$ cat config.mk
export PLATFORM = sky130hd
export DESIGN_NAME = note_scheduler_flat
export DESIGN_NICKNAME = d
export VERILOG_FILES = /design/src/rtl/note_scheduler_if.sv /design/src/rtl/note_scheduler.sv /design/src/flat_wrapper.sv
export SDC_FILE = /design/constraint.sdc
export NUM_CORES = 1
export LEC_CHECK = 0
export CELL_PAD_IN_SITES_DETAIL_PLACEMENT = 2
export CELL_PAD_IN_SITES_GLOBAL_PLACEMENT = 2
export CORE_ASPECT_RATIO = 0.5
export CORE_MARGIN = 8
export CORE_UTILIZATION = 34
export CTS_CLUSTER_DIAMETER = 80
export CTS_CLUSTER_SIZE = 8
export DETAILED_ROUTE_END_ITERATION = 7
export PLACE_DENSITY_LB_ADDON = 0.1
export SETUP_SLACK_MARGIN = 0.1
export SLEW_MARGIN = 5
export SYNTH_ARGS = -nofsm -noshare
export SYNTH_HDL_FRONTEND = slang
export SYNTH_SLANG_ARGS = --single-unit
$ cat constraint.sdc
create_clock -name clk -period 2.75 [get_ports clk]
set_input_delay 0.6875 -clock clk [delete_from_list [all_inputs] [get_ports clk]]
set_output_delay 0.6875 -clock clk [all_outputs]
set_load 0.01 [all_outputs]
$ cat src/rtl/note_scheduler_if.sv
// Chart ROM read port and judge-facing note window, bundled between scheduler and its neighbours.
interface note_scheduler_if #(
  parameter int unsigned ADDR_W = 8
) ();
  logic              chart_rd;
  logic [ADDR_W-1:0] chart_addr;
  logic [15:0]       chart_data;
  logic              note_hit;
  logic              note_miss;
  logic [4:0]        notes_to_play;
  logic              window_open;

  modport master (
    output chart_rd, chart_addr, notes_to_play, window_open,
    input  chart_data, note_hit, note_miss
  );

  modport slave (
    input  chart_rd, chart_addr, notes_to_play, window_open,
    output chart_data, note_hit, note_miss
  );
endinterface

$ cat src/rtl/note_scheduler.sv
// Walks a song chart from ROM, opens timed hit windows for the judge and keeps
// score, streak and miss totals.
module note_scheduler #(
  parameter int unsigned TICK_DIV     = 50000,
  parameter int unsigned ADDR_W       = 8,
  parameter int unsigned WINDOW_TICKS = 150
) (
  input  logic               clk,
  input  logic               resetn,
  input  logic               start,
  input  logic               pause,
  input  logic               stop,
  note_scheduler_if.master   bus,
  output logic               song_done,
  output logic [15:0]        score,
  output logic [7:0]         streak,
  output logic [7:0]         miss_count
);
  localparam int unsigned DIV_W   = (TICK_DIV > 1) ? $clog2(TICK_DIV) : 1;
  localparam int unsigned WCNT_W  = $clog2(WINDOW_TICKS + 1);
  localparam int unsigned DELTA_W = 11;
  localparam int unsigned MASK_W  = 5;

  typedef enum logic [2:0] {S_IDLE, S_FETCH, S_LATCH, S_WAIT, S_DRAIN, S_DONE} state_t;

  state_t              r_state;
  logic [DIV_W-1:0]    r_div;
  logic [DELTA_W-1:0]  r_dcnt;
  logic [WCNT_W-1:0]   r_wcnt;
  logic [MASK_W-1:0]   r_mask;
  logic                r_chart_rd;
  logic [ADDR_W-1:0]   r_chart_addr;
  logic [MASK_W-1:0]   r_notes;
  logic                r_window_open;
  logic                r_song_done;
  logic [15:0]         r_score;
  logic [7:0]          r_streak;
  logic [7:0]          r_miss;
  logic                r_pend_hit;
  logic                r_pend_miss;

  logic w_tick;
  logic w_start_song;
  logic w_pend;
  logic w_judge_any;
  logic w_judge_miss;
  logic w_close;
  logic w_close_miss;
  logic w_slot_ready;

  assign w_tick       = !pause && (r_div == DIV_W'(TICK_DIV - 1));
  assign w_start_song = !stop && start && ((r_state == S_IDLE) || (r_state == S_DONE));

  // A judgement taken during pause is parked and applied on the first unpaused cycle.
  assign w_pend       = r_pend_hit | r_pend_miss;
  assign w_judge_any  = w_pend | bus.note_hit | bus.note_miss;
  assign w_judge_miss = w_pend ? r_pend_miss : bus.note_miss;
  assign w_close      = r_window_open && !pause && (w_judge_any || (r_wcnt == '0));
  assign w_close_miss = w_judge_any ? w_judge_miss : 1'b1;
  assign w_slot_ready = (r_state == S_WAIT) && !pause && (r_dcnt == '0) && !r_window_open;

  // Game tick divider, realigned at song start so chart timing is phase-exact.
  always_ff @(posedge clk or negedge resetn) begin
    if (!resetn) begin
      r_div <= '0;
    end else if (w_start_song) begin
      r_div <= '0;
    end else if (!pause) begin
      r_div <= (r_div == DIV_W'(TICK_DIV - 1)) ? '0 : r_div + DIV_W'(1);
    end
  end

  always_ff @(posedge clk or negedge resetn) begin
    if (!resetn) begin
      r_state       <= S_IDLE;
      r_dcnt        <= '0;
      r_wcnt        <= '0;
      r_mask        <= '0;
      r_chart_rd    <= 1'b0;
      r_chart_addr  <= '0;
      r_notes       <= '0;
      r_window_open <= 1'b0;
      r_song_done   <= 1'b0;
      r_score       <= '0;
      r_streak      <= '0;
      r_miss        <= '0;
      r_pend_hit    <= 1'b0;
      r_pend_miss   <= 1'b0;
    end else if (stop) begin
      r_state       <= S_IDLE;
      r_chart_rd    <= 1'b0;
      r_notes       <= '0;
      r_window_open <= 1'b0;
      r_song_done   <= 1'b0;
      r_pend_hit    <= 1'b0;
      r_pend_miss   <= 1'b0;
    end else begin
      r_chart_rd <= 1'b0;

      if (w_close) begin
        r_window_open <= 1'b0;
        r_notes       <= '0;
        r_pend_hit    <= 1'b0;
        r_pend_miss   <= 1'b0;
        if (w_close_miss) begin
          r_miss   <= (r_miss == 8'hFF) ? r_miss : r_miss + 8'd1;
          r_streak <= '0;
        end else begin
          r_score  <= (r_score == 16'hFFFF) ? r_score : r_score + 16'd1;
          r_streak <= (r_streak == 8'hFF) ? r_streak : r_streak + 8'd1;
        end
      end else if (r_window_open) begin
        if (pause && !w_pend && (bus.note_hit || bus.note_miss)) begin
          r_pend_hit  <= bus.note_hit & ~bus.note_miss;
          r_pend_miss <= bus.note_miss;
        end
        if (w_tick && (r_wcnt != '0)) r_wcnt <= r_wcnt - WCNT_W'(1);
      end

      case (r_state)
        S_IDLE, S_DONE: begin
          if (start) begin
            r_state      <= S_FETCH;
            r_chart_addr <= '0;
            r_chart_rd   <= 1'b1;
            r_song_done  <= 1'b0;
            r_score      <= '0;
            r_streak     <= '0;
            r_miss       <= '0;
          end
        end
        S_FETCH: r_state <= S_LATCH;
        S_LATCH: begin
          r_mask  <= bus.chart_data[15:11];
          r_dcnt  <= bus.chart_data[10:0];
          r_state <= (bus.chart_data == 16'h0000) ? S_DRAIN : S_WAIT;
        end
        S_WAIT: begin
          // A due entry waits for the previous window to close; it is late, never dropped.
          if (w_slot_ready) begin
            if (r_mask != '0) begin
              r_window_open <= 1'b1;
              r_notes       <= r_mask;
              r_wcnt        <= WCNT_W'(WINDOW_TICKS);
            end
            r_chart_addr <= r_chart_addr + ADDR_W'(1);
            r_chart_rd   <= 1'b1;
            r_state      <= S_FETCH;
          end else if (w_tick && (r_dcnt != '0)) begin
            r_dcnt <= r_dcnt - DELTA_W'(1);
          end
        end
        S_DRAIN: begin
          if (!r_window_open) begin
            r_state     <= S_DONE;
            r_song_done <= 1'b1;
          end
        end
        default: r_state <= S_IDLE;
      endcase
    end
  end

  assign bus.chart_rd      = r_chart_rd;
  assign bus.chart_addr    = r_chart_addr;
  assign bus.notes_to_play = r_notes;
  assign bus.window_open   = r_window_open;
  assign song_done         = r_song_done;
  assign score             = r_score;
  assign streak            = r_streak;
  assign miss_count        = r_miss;
endmodule
$ cat src/flat_wrapper.sv
// flat-port wrapper written by rule: the top's interface ports become plain ports
module note_scheduler_flat 
#(
  parameter int unsigned TICK_DIV     = 50000,
  parameter int unsigned ADDR_W       = 8,
  parameter int unsigned WINDOW_TICKS = 150
)
  (clk, resetn, start, pause, stop, song_done, score, streak, miss_count, bus_chart_rd, bus_chart_addr, bus_notes_to_play, bus_window_open, bus_chart_data, bus_note_hit, bus_note_miss);
  note_scheduler_if #(.ADDR_W(ADDR_W)) bus_i ();
  input  logic clk;
  input  logic resetn;
  input  logic start;
  input  logic pause;
  input  logic stop;
  output logic song_done;
  output logic [15:0] score;
  output logic [7:0] streak;
  output logic [7:0] miss_count;
  output wire logic [$bits(bus_i.chart_rd)-1:0] bus_chart_rd;
  output wire logic [$bits(bus_i.chart_addr)-1:0] bus_chart_addr;
  output wire logic [$bits(bus_i.notes_to_play)-1:0] bus_notes_to_play;
  output wire logic [$bits(bus_i.window_open)-1:0] bus_window_open;
  input wire logic [$bits(bus_i.chart_data)-1:0] bus_chart_data;
  input wire logic [$bits(bus_i.note_hit)-1:0] bus_note_hit;
  input wire logic [$bits(bus_i.note_miss)-1:0] bus_note_miss;
  assign bus_chart_rd = bus_i.chart_rd;
  assign bus_chart_addr = bus_i.chart_addr;
  assign bus_notes_to_play = bus_i.notes_to_play;
  assign bus_window_open = bus_i.window_open;
  assign bus_i.chart_data = bus_chart_data;
  assign bus_i.note_hit = bus_note_hit;
  assign bus_i.note_miss = bus_note_miss;
  note_scheduler #(.TICK_DIV(TICK_DIV), .ADDR_W(ADDR_W), .WINDOW_TICKS(WINDOW_TICKS)) u_core (.clk(clk), .resetn(resetn), .start(start), .pause(pause), .stop(stop), .bus(bus_i), .song_done(song_done), .score(score), .streak(streak), .miss_count(miss_count));
endmodule
# Yosys cells after proc, flatten, opt, wreduce, memory -nomap -nowiden
# Index checks and enable logic that the tools add are counted.
# totals
out_inout_bits	48
reg_bits	93
wordCells	147
# classes
reduce_logical	38
n_eq_ne	17
n_mux	64
n_addsub	7
n_bitwise	6
# op_table
operator	count
2-to-1 mux 8 bit	18
2-to-1 mux 16 bit	8
adder 16 x 1 -> 16 bit (second input constant)	2
equality test 16 bit (second input constant)	2
2-to-1 mux 5 bit	5
adder 8 x 1 -> 8 bit (second input constant)	3
2-to-1 mux 11 bit	2
one-hot mux 11 bit (2 select lines)	1
2-to-1 mux 1 bit	21
equality test 8 bit (second input constant)	2
zero test 16 bit	1
one-hot mux 8 bit (2 select lines)	1
2-to-1 mux 3 bit	5
one-hot mux 3 bit (5 select lines)	1
logical AND 1 bit	12
zero test 11 bit	1
nonzero test 11 bit	1
subtractor 11 x 1 -> 11 bit (second input constant)	1
nonzero test 3 bit	3
zero test 8 bit	1
AND reduction 4 bit	2
nonzero test 8 bit	1
subtractor 8 x 1 -> 8 bit (second input constant)	1
equality test 3 x 2 -> 1 bit (second input constant)	2
18 further kinds	35

# Longest topological paths before layout
# logic_depth
word_depth	10
mapped_depth	8
mapped_depth_nobuf	7

# Worst setup path before layout
# No wires, ideal clock.
# synth_timing
path_kind	input port to flip-flop
start	in bus_note_hit
end	reg u_core.r_wcnt[4]
t_required_ps	2623
t_arrival_ps	2239
path_stages	7
setup_time_ps	127
setup_slack_ps	384
path_cell_list	or4_1 a31o_2 buf_2 buf_2 nor4_2 xnor2_1 nand2_1
# synth_between
elab_chain_cells	8
# synth_lines
element	line_no	text
start, declared	flat_wrapper.sv:24	input wire logic [$bits(bus_i.note_hit)-1:0] bus_note_hit;
OR 1 bit * (2 in series)	note_scheduler.sv:56	assign w_judge_any = w_pend | bus.note_hit | bus.note_miss;
logical OR 1 bit *	note_scheduler.sv:58	assign w_close = r_window_open && !pause && (w_judge_any || (r_wcnt == '0));
logical AND 1 bit *	note_scheduler.sv:58	
2-to-1 mux 8 bit *	note_scheduler.sv:100	if (w_close) begin
2-to-1 mux 8 bit	note_scheduler.sv:141	if (r_mask != '0) begin
2-to-1 mux 8 bit	note_scheduler.sv:140	if (w_slot_ready) begin
2-to-1 mux 8 bit *	note_scheduler.sv:120	case (r_state)
end signal, assigned	note_scheduler.sv:117	if (w_tick && (r_wcnt != '0)) r_wcnt <= r_wcnt - WCNT_W'(1);
end signal, assigned	note_scheduler.sv:144	r_wcnt <= WCNT_W'(WINDOW_TICKS);
end, declared	note_scheduler.sv:29	logic [WCNT_W-1:0] r_wcnt;
# Mark *: on every way between the ends. The rest lies on a longest branch, timed or not.
# A chain may end at the register's enable or synchronous reset.

# Final worst setup path
# layout_timing
start	in pause
end	reg u_core.r_notes[1] (netlist: u_core.bus.notes_to_play[1])
# layout_between
elab_chain_cells	8
word_cells_on_any_way	11
cone_classes	5 x mux; 6 x reduce/logical
# layout_lines
element	line_no	text
start, declared	flat_wrapper.sv:13	input logic pause;
zero test 1 bit *	note_scheduler.sv:58, note_scheduler.sv:60	
logical AND 1 bit (2 in series)	note_scheduler.sv:58	
2-to-1 mux 5 bit	note_scheduler.sv:100	
2-to-1 mux 5 bit	note_scheduler.sv:141	
2-to-1 mux 5 bit	note_scheduler.sv:140	
2-to-1 mux 5 bit *	note_scheduler.sv:120	
2-to-1 mux 5 bit *	note_scheduler.sv:89	end else if (stop) begin
end signal, assigned	note_scheduler.sv:143	r_notes <= r_mask;
end, declared	note_scheduler.sv:33	logic [MASK_W-1:0] r_notes;
# Marked as above.

==> impl_metrics.yaml <==
floorplan:
  die_area_um2: 20310
  die_w_um: 193.7
  core_area_um2: 15410
  io_pins: 71
  die_h_um: 104.8
  rows: 32
  start_util: 0.3482
outcome:
  status: "completed"
pwr:
  p_leak_nw: 2.855
  switching_share: 0.2795
  internal_power_mw: 2.474
  power.density_nw_per_um2: 486.9
  power_frac_seq: 0.458
  combPwrFrac: 0.132
  ir_worst_vdd_uv: 291.0
  clkPwrFrac: 0.410
  p_sw_uw: 959.9
cells_and_area:
  mostFrequentLayoutCells: "dfrtp_1, clkdlybuf4s50_1, nor2_1"
  post-route-util: 0.4575
  drive_gt1_frac: 0.1646
  mostFrequentLayoutCell: "dfrtp_1"
  fin_area_um2: 7053
  antenna_cells: 0
  syn2layout_area_growth_pct: 31.40
  nets: 738
logic_synthesis:
  ys_seq_area_frac: 0.4336
  muxShareOfSynthArea: 0.006061
  yosysWarnings: 0
  synth_edf_count: 0
  synthFlopType: "dfrtp_1"
  synth_top_area_frac: 0.4336
  async_reset_ff_frac: 1.000
  synthAdderAreaFrac: 0.01865
  ys_ff_latch: 93
  synth_cell_types: 69
  synth_nets: 627
  syn_area_per_cell_um2: 9.006
  synth_compound_area_frac: 0.1681
  yosys-top-cells-area: "dfrtp_1, nor2_1, nand2_1"
  synth_top_area_cell: "dfrtp_1"
  synth_xor_area_frac: 0.03263
  netlist_area_um2: 5368
  yosys.area_share.simple: 0.3016
  synthCells: 596
  synth_top_family_by_area: "simple AND/OR/NAND/NOR gates"
placement:
  dp_hpwl_mm: 14.11
  post-place-ws_ns: -0.3670
  port_buffers: 70
  place.gp.congestion: 0.7900
  postPlaceCellArea_um2: 6630
timing:
  min_period_ns: 2.619
  hold_violations: 0
  finalClockSkew_ns: 0.009490
  worst-slew-pin-transition_ns: 0.8862
  relSlewSlack: 0.4038
  max_freq_ghz: 0.3818
  setup_viol: 0
  slew_viol_final: 0
  grt_setup_unrepaired: "true"
  min_period_over_period: 0.9524
  finalWorstSetupSlack_ns: 0.1308
flow_run:
  cap_viol_max_count: 0
detailed_routing:
  finalWirelength_mm: 19.03
  post_drt_wl_per_cell_um: 20.80
  avgViaCountPerCell: 5.645
  vias: 5165
  first_pass_iters: 4
  postRouteAntennaNets: 0
  remaining_drc_errors: 0
  drt_iter0_drc: 192
clocking:
  cts_buffers: 9
  clockRootBuffer: "clkbuf_16"
  clkTransAtPathRegs_ns: 0.07
  ctsHtreeMaxLevel: 3
  cts_max_path_buffers: 2
  clk_latency_ns: 0.35
  cts_num_sinks: 93
  ctsHoldBuffers: 0
  cts_tree: "done"
global_route:
  grt_pass1_wl_mm: 31.65
  busiest_layer: "met2"
  grt_usage: 0.1879
  grt_pass1_vias: 5772
  grt_max_degree: 50
  use_met2: 0.3255
  grt.overflow.total: 0
  grtUsageMet1: 0.2485
  met3_usage: 0.03265
  antenna_found_initial: 0
critical_path:
  start_kind: "input pin"
  critPathArrivalTime_ns: 2.85
  cp_max_fo: 6
  critPathRequiredTime_ns: 2.98
  critPathKind: "input pin to flip-flop"
  end_kind: "flip-flop"
min_path:
  min_path_type: "input pin to asynchronous set/reset pin"
## power groups by stage
| stage | combinational [mW] | clock [mW] | sequential (mW) |
|---|---|---|---|
| floorplan | 0.244 | 0 | 1.57 |
| global placement | 0.424 | 0 | 1.59 |
| detailed placement | 0.445 | 0 | 1.60 |
| CTS | 0.453 | 1.44 | 1.57 |
| global route | 0.508 | 1.48 | 1.59 |
| finish | 0.455 | 1.41 | 1.57 |
## worst paths after layout
kind	startpoint	endpoint	slack, ns	depth (start not counted)
setup reg to reg	u_core.r_div[5]	u_core.r_dcnt[6]	0.26	6
hold reg to reg	u_core.bus.notes_to_play[0]	u_core.bus.notes_to_play[0]	0.51	1
min in group clk	u_core.bus.notes_to_play[0]	u_core.bus.notes_to_play[0]	0.51	1
setup / recovery	pause	u_core.bus.notes_to_play[1]	0.13	8
max in group asynchronous	resetn	u_core.r_div[1]	1.84	2
hold / removal	resetn	u_core.r_wcnt[0]	0.24	1
## sequential cells by signal, indices dropped and copies added, names as in the netlist
register	cells
u_core.bus.notes_to_play	5
u_core.bus.chart_addr	8
u_core.miss_count	8
u_core.bus.chart_rd	1
u_core.bus.window_open	1
u_core.r_mask	5
u_core.r_wcnt	8
u_core.r_state	3
u_core.streak	8
u_core.r_pend_hit	1
u_core.r_dcnt	11
u_core.r_div	16
u_core.song_done	1
u_core.score	16
u_core.r_pend_miss	1
## cells by family after synthesis
logic type,after synthesis
compound gates,139
xor+xnor,20
fa+ha+maj,8
buf+inv,48
flops,93
mux,3
simple gates,285
## cell type report
| class | instances | area (µm²) |
|---|---|---|
| multi-input cells | 455 | 2894 |
| clock inverters | 5 | 83.83 |
| clock buffers | 10 | 239.0 |
| fillers | 1639 | 8362 |
| repair buffers | 129 | 1182 |
| inverters | 19 | 71.32 |
| flip-flops and latches | 93 | 2327 |
| well taps | 204 | 255.2 |
## Yosys cell counts (3+ instances only)
master and instances:
a31oi_1 6, nand2_1 58, a211oi_1 10, inv_1 19
buf_2 7, nand3b_1 6, dfrtp_1 93, clkbuf_1 18
or4_4 3, a21oi_1 38, nor4_4 3, a22oi_1 3
or3_1 15, nand3_1 21, o21ai_0 32, o31ai_1 7
nand2b_1 4, xnor2_1 9, ha_1 8, nand4b_1 6
nor4_2 4, and3_1 7, o211ai_1 4, a21o_1 3
buf_6 3, nand4_1 17, nor2b_1 6, a41oi_1 4
and4_1 4, or2_2 6, or4_1 10, nor3_1 22
xor2_1 11, o31a_1 4, o2bb2ai_1 3, nor2_1 64
nor4_1 15
## routing by layer
| metal | share of wire | up-vias |
|---|---|---|
| met4 | 0.0045 | 0 |
| met5 | 0 | - |
| li1 | - | 2428 |
| met2 | 0.49 | 62 |
| met1 | 0.48 | 2666 |
| met3 | 0.029 | 9 |
## what timing repair did
| action | in CTS | in global routing |
|---|---|---|
| gates cloned | 0 | 0 |
| pin swaps | 0 | 9 |
| setup endpoints to repair | 11 | 17 |
| buffers inserted | 0 | 5 |
| resized for setup | 4 | 14 |
## metrics by stage
step                hold slack (ns)  TNS (ns)  instances  power [mW]
global route                 0.2534         0        915       3.578
detailed placement           0.4833    -7.980        895       2.042
global placement             0.4920    -4.549        895       2.010
floorplan                    0.3919         0        596       1.810
finish                       0.2440         0        915       3.434
CTS                          0.2484         0        910       3.464
## worst max-delay path, cell delays in order
cell,delay [ns]
clkdlybuf4s50_1,0.41
buf_4,0.17
or4_4,0.53
nor4_4,0.28
buf_4,0.19
a21boi_4,0.21
nor3_1,0.12
a22o_1,0.26
(Power assumes the default switching activity.)
